File: src/rtl/midi_pkg.sv
// Shared types and byte constants for the MIDI byte-stream parser.
package midi_pkg;

    typedef enum logic [2:0] {
        NOTE_OFF   = 3'd0,
        NOTE_ON    = 3'd1,
        POLY_AT    = 3'd2,
        CC         = 3'd3,
        PROGRAM    = 3'd4,
        CHAN_AT    = 3'd5,
        PITCH_BEND = 3'd6
    } evt_type_e;

    // Upper nibble of channel-voice status bytes.
    localparam logic [3:0] STAT_NOTE_OFF   = 4'h8;
    localparam logic [3:0] STAT_NOTE_ON    = 4'h9;
    localparam logic [3:0] STAT_POLY_AT    = 4'hA;
    localparam logic [3:0] STAT_CC         = 4'hB;
    localparam logic [3:0] STAT_PROGRAM    = 4'hC;
    localparam logic [3:0] STAT_CHAN_AT    = 4'hD;
    localparam logic [3:0] STAT_PITCH_BEND = 4'hE;
    localparam logic [3:0] STAT_SYSTEM     = 4'hF;

    localparam logic [7:0] SYS_SYSEX     = 8'hF0;
    localparam logic [7:0] SYS_MTC_QF    = 8'hF1;
    localparam logic [7:0] SYS_SONG_POS  = 8'hF2;
    localparam logic [7:0] SYS_SONG_SEL  = 8'hF3;
    localparam logic [7:0] SYS_EOX       = 8'hF7;
    localparam logic [7:0] SYS_RT_CLOCK  = 8'hF8;
    localparam logic [7:0] SYS_RT_UNDEF1 = 8'hF9;
    localparam logic [7:0] SYS_RT_UNDEF2 = 8'hFD;

    typedef enum logic [2:0] {
        P_IDLE    = 3'd0,
        P_WAIT_D1 = 3'd1,
        P_WAIT_D2 = 3'd2,
        P_SYSEX   = 3'd3,
        P_SKIP    = 3'd4
    } parser_state_e;

endpackage

File: src/rtl/midi_parser.sv
// MIDI byte-stream parser: running status, SysEx, system common and
// real-time handling, emitting one channel-voice event per message.
module midi_parser
    import midi_pkg::*;
#(
    parameter bit         OMNI    = 1'b1,
    parameter logic [3:0] CHANNEL = 4'd0
) (
    input  logic       clk,
    input  logic       reset_n,
    input  logic [7:0] byte_data,
    input  logic       byte_valid,
    output logic       byte_ready,
    output logic       evt_valid,
    input  logic       evt_ready,
    output logic [2:0] evt_type,
    output logic [3:0] evt_ch,
    output logic [6:0] evt_d1,
    output logic [6:0] evt_d2,
    output logic       rt_strobe,
    output logic [2:0] rt_code,
    output logic [7:0] err_cnt,
    output logic [2:0] dbg_state
);

    // Handshakes: a byte transfers on a cycle where byte_valid && byte_ready;
    // an event transfers where evt_valid && evt_ready. byte_ready is the
    // registered inverse of evt_valid, so input stalls while an event waits.

    parser_state_e state;
    logic [7:0]    run_status;
    logic [6:0]    d1_q;
    logic [1:0]    skip_cnt;
    logic          msg_open;   // status seen, no message completed since

    logic          accept, is_status, is_rt, rt_pulse, is_chan;
    logic          one_byte, truncated, ch_match;
    logic          complete, err_inc;
    logic [6:0]    cmp_d1, cmp_d2;
    evt_type_e     cmp_type;

    assign accept    = byte_valid && byte_ready;
    assign is_status = byte_data[7];
    assign is_rt     = byte_data >= SYS_RT_CLOCK;
    assign rt_pulse  = is_rt && byte_data != SYS_RT_UNDEF1 && byte_data != SYS_RT_UNDEF2;
    assign is_chan   = is_status && byte_data[7:4] != STAT_SYSTEM;
    assign one_byte  = run_status[7:4] == STAT_PROGRAM || run_status[7:4] == STAT_CHAN_AT;
    assign truncated = state == P_WAIT_D2 || (state == P_WAIT_D1 && msg_open);
    assign ch_match  = OMNI || run_status[3:0] == CHANNEL;
    assign dbg_state = state;

    always_comb begin
        complete = 1'b0;
        err_inc  = 1'b0;
        cmp_d1   = d1_q;
        cmp_d2   = 7'd0;
        if (accept && !is_status) begin
            case (state)
                P_IDLE:    err_inc = 1'b1;
                P_WAIT_D1: begin
                    if (one_byte) begin
                        complete = 1'b1;
                        cmp_d1   = byte_data[6:0];
                    end
                end
                P_WAIT_D2: begin
                    complete = 1'b1;
                    cmp_d2   = byte_data[6:0];
                end
                default: ;
            endcase
        end
        if (accept && is_chan && truncated)
            err_inc = 1'b1;
        // Status nibbles 8..E map onto event types 0..6 through their low bits.
        cmp_type = evt_type_e'(run_status[6:4]);
        if (run_status[7:4] == STAT_NOTE_ON && cmp_d2 == 7'd0)
            cmp_type = NOTE_OFF;
    end

    always_ff @(posedge clk or negedge reset_n) begin
        if (!reset_n) begin
            state      <= P_IDLE;
            run_status <= 8'd0;
            d1_q       <= 7'd0;
            skip_cnt   <= 2'd0;
            msg_open   <= 1'b0;
            byte_ready <= 1'b1;
            evt_valid  <= 1'b0;
            evt_type   <= 3'd0;
            evt_ch     <= 4'd0;
            evt_d1     <= 7'd0;
            evt_d2     <= 7'd0;
            rt_strobe  <= 1'b0;
            rt_code    <= 3'd0;
            err_cnt    <= 8'd0;
        end else begin
            rt_strobe <= accept && rt_pulse;
            if (accept && rt_pulse)
                rt_code <= byte_data[2:0];
            if (err_inc && err_cnt != 8'hFF)
                err_cnt <= err_cnt + 8'd1;
            if (evt_valid && evt_ready) begin
                evt_valid  <= 1'b0;
                byte_ready <= 1'b1;
            end
            // Real-time bytes leave every piece of parse state alone.
            if (accept && !is_rt) begin
                if (is_status) begin
                    skip_cnt <= 2'd0;
                    msg_open <= 1'b0;
                    if (is_chan) begin
                        run_status <= byte_data;
                        msg_open   <= 1'b1;
                        state      <= P_WAIT_D1;
                    end else begin
                        run_status <= 8'd0;
                        case (byte_data)
                            SYS_SYSEX:    state <= P_SYSEX;
                            SYS_MTC_QF,
                            SYS_SONG_SEL: begin
                                state    <= P_SKIP;
                                skip_cnt <= 2'd1;
                            end
                            SYS_SONG_POS: begin
                                state    <= P_SKIP;
                                skip_cnt <= 2'd2;
                            end
                            default:      state <= P_IDLE;
                        endcase
                    end
                end else begin
                    case (state)
                        P_WAIT_D1: begin
                            if (!one_byte) begin
                                d1_q  <= byte_data[6:0];
                                state <= P_WAIT_D2;
                            end
                        end
                        P_WAIT_D2: state <= P_WAIT_D1;
                        P_SKIP: begin
                            skip_cnt <= skip_cnt - 2'd1;
                            if (skip_cnt == 2'd1)
                                state <= P_IDLE;
                        end
                        default: ;
                    endcase
                end
            end
            if (complete) begin
                msg_open <= 1'b0;
                if (ch_match) begin
                    evt_valid  <= 1'b1;
                    byte_ready <= 1'b0;
                    evt_type   <= cmp_type;
                    evt_ch     <= run_status[3:0];
                    evt_d1     <= cmp_d1;
                    evt_d2     <= cmp_d2;
                end
            end
        end
    end

endmodule

File: config.mk
export PLATFORM = sky130hd
export DESIGN_NAME = midi_parser
export DESIGN_NICKNAME = d
export VERILOG_FILES = /design/src/rtl/midi_pkg.sv /design/src/rtl/midi_parser.sv
export SDC_FILE = /design/constraint.sdc
export NUM_CORES = 1
export LEC_CHECK = 0
export CAP_MARGIN = 30
export CORE_MARGIN = 2
export CORE_UTILIZATION = 40
export DETAILED_ROUTE_END_ITERATION = 6
export HOLD_SLACK_MARGIN = 0.08
export PLACE_DENSITY = 0.7
export RECOVER_POWER = 25
export SYNTH_ARGS = -nofsm -noshare
export SYNTH_HDL_FRONTEND = slang
export SYNTH_SLANG_ARGS = --single-unit
File: constraint.sdc
create_clock -name clk -period 2.31 [get_ports clk]
set_input_delay 0.3465 -clock clk [delete_from_list [all_inputs] [get_ports clk]]
set_output_delay 0.3465 -clock clk [all_outputs]
set_load 0.02 [all_outputs]
==> reports/qor.yml <==
power:
  p_per_area_nw_per_um2: 1090
  p_leak_nw: 1.39
  peakVddDrop_mv: 0.476
critical_path:
  cp_slowest_stage_delay_ns: 0.54
  crit_arrival_ns: 2.15
  cp_top_family: "simple AND/OR/NAND/NOR gates"
  cp_num_buf_inv: 0
  crit_fanout: 8
  cp-start-kind: "flop"
  path_class: "flop to flop"
  path_cells: "nand4bb_1, nor3_1, o21ai_1, mux2_2"
  setup.worst_path.end_class: "flop"
  cp.required_ns: 2.52
  cpMaxStageDelayCell: "nor3_1"
grt:
  gr-total-overflow: 0
  grt_pass1_wl_um: 9320
  antenna_found_initial: 0
  grt_start_max_net_pins: 57
  gr-usage-all-layers: 0.166
  grt_pass1_vias: 1853
sta:
  slew_violations: 0
  slew_headroom: 0.0909
  period_share: 0.840
  rsz0062_at_grt: "no"
  fmax_mhz: 516
  fin_tns_setup_ns: 0
  period_minus_slack_ns: 1.94
  setup_viol: 0
  layout_setup_ws_ns: 0.370
  finalClockSkew_ns: 0.0122
  hold_viol_final: 0
  tightest_slew_ns: 1.36
finish:
  num-nets-final: 273
  regArea_um2: 1400
  layout-drive-gt1-share: 0.185
  nFillCells: 551
  final_cell_mix: "dfrtp_1, clkdlybuf4s50_1, mux2_2"
  diodes: 0
  final_common_cell: "dfrtp_1"
  area_delta_synth_final_pct: 27.3
  multiInputGateArea_um2: 1040
drt:
  dr.first_iter.drc_count: 127
  drc: 0
  final_antenna_net_count: 0
  avgRoutedWirePerCell_um: 16.6
  via_per_inst: 5.70
  routed_wl_um: 5550
  first_pass_iters: 4
  vias: 1903
logic_synthesis:
  synth-seq-cells: 56
  avgSynthCellArea_um2: 12.5
  seq_area_frac_synth: 0.555
  async_reset_ff_frac: 1.00
  netlist_instances: 203
  ys_types: 51
  syn_area_um2: 2530
  synth-main-ff-cell: "dfrtp_1"
  synth-edff-count: 0
  yosysWarnings: 0
  syn-num-nets: 217
outcome:
  outcome: "finished, final reports clean"
placed_design:
  dp.final_hpwl_um: 3810
  port_buffers: 49
  dp_slack_ns: 0.0502
  place_congestion: 0.843
floorplan:
  die_h_um: 83.5
  die_area_um2: 6970
  core_um2: 6030
  rows: 28
  fp.dieW_um: 83.5
  ios: 50
  start_util: 0.419
clocking:
  cts_resized: 0
  cts_made_buffers: 5
  htreeDepth: 2
  clockBufferDepth: 2
  clockRootBuffer: "clkbuf_8"
  clock_sinks: 56
  clock_latency_ns: 0.32
  cts_tree: "yes"
  path_clk_slew_ns: 0.09
hold_path:
  min_path_type: "flop to flop"
flow_run:
  cap_violations: 0
## metrics by stage
| step | util | hold WS (ns) | power [mW] | area, µm² | std cells |
|---|---|---|---|---|---|
| global route | 0.534 | 0.521 | 3.71 | 3220 | 334 |
| global placement | 0.521 | 0.367 | 2.98 | 3140 | 326 |
| detailed placement | 0.521 | 0.372 | 3.02 | 3140 | 326 |
| floorplan | - | 0.0509 | 2.41 | 2530 | 203 |
| CTS | 0.537 | 0.504 | 3.54 | 3230 | 334 |
| finish | 0.534 | 0.498 | 3.50 | 3220 | 334 |
## synth_stat cells, types with 2 or more instances
| cell type | count | area (µm²) |
|---|---|---|
| inv_1 | 7 | 26.3 |
| o2bb2ai_1 | 7 | 61.3 |
| a22oi_1 | 8 | 60.1 |
| and4_1 | 2 | 17.5 |
| o22a_1 | 2 | 17.5 |
| and3_1 | 4 | 25.0 |
| nor3_1 | 3 | 15.0 |
| mux2_2 | 23 | 259 |
| a22o_1 | 14 | 123 |
| a21oi_1 | 4 | 20.0 |
| nand3_1 | 3 | 15.0 |
| buf_2 | 6 | 30.0 |
| o2111ai_1 | 3 | 26.3 |
| o21ai_0 | 4 | 20.0 |
| nand2b_1 | 3 | 18.8 |
| nand4_1 | 2 | 12.5 |
| dfrtp_1 | 55 | 1380 |
| a21o_1 | 2 | 15.0 |
| nand2_1 | 6 | 22.5 |
| clkbuf_1 | 4 | 15.0 |
| ha_1 | 2 | 25.0 |
| nor2_1 | 10 | 37.5 |
## sequential cells by signal, indices dropped and copies added, names as in the netlist, 2 cells and up
signal and flops:
d1_q 7, evt_d2 7, err_cnt 8, skip_cnt 2, run_status 8, dbg_state 3
rt_code 3, evt_type 3, evt_d1 7, evt_ch 4
## metal layers
| metal | wire (µm) | GRT usage | part of all wire |
|---|---|---|---|
| met4 | 87 | 0.0674 | 0.016 |
| met1 | 2610 | 0.228 | 0.47 |
| met3 | 327 | 0.0415 | 0.059 |
| met5 | 0 | 0 | 0 |
| met2 | 2530 | 0.254 | 0.46 |
## final cells by class
cell class | count | share of cell area
Sequential cell | 56 | 0.436
Multi-Input combinational cell | 128 | 0.324
Timing Repair Buffer | 60 | 0.177
Tap cell | 75 | 0.0292
Clock buffer | 5 | 0.0214
Inverter | 8 | 0.00933
Clock inverter | 2 | 0.00389
## kinds of logic after synthesis
kind of cell / synth area share
xor gates and xnor gates: 0.00347
muxes: 0.106
and+or+nand+nor: 0.0951
buffers and inverters: 0.0327
AOI/OAI and AO/OA: 0.198
DFF: 0.555
adders and majority gates: 0.00990
## timing repair
action	4_1_cts	5_1_grt
hold buffers	1	0
setup buffers	0	0
endpoints found under the hold margin	55	0
setup endpoints to repair	0	0
## worst paths after layout
check / cells past startpoint / to / slack [ns] / startpoint
worst max-delay path: 4 / err_cnt[1] / 0.37 / dbg_state[2]
worst min-delay path: 1 / evt_d1[2] / 0.50 / evt_d1[2]
worst max register to register: 4 / err_cnt[1] / 0.37 / dbg_state[2]
worst min register to register: 1 / evt_d1[2] / 0.50 / evt_d1[2]
max in group asynchronous: 3 / evt_valid / 0.53 / reset_n
min in group asynchronous: 3 / evt_ch[0] / 0.96 / reset_n
## power breakdown
part           internal, mW  switching [mW]  leakage, nW
sequential             1.33           0.271        0.719
clock                 0.206           0.309       0.0400
combinational         0.732           0.645        0.636
total                  2.27            1.23         1.39
No activity file was read; power rests on OpenSTA's default activity.
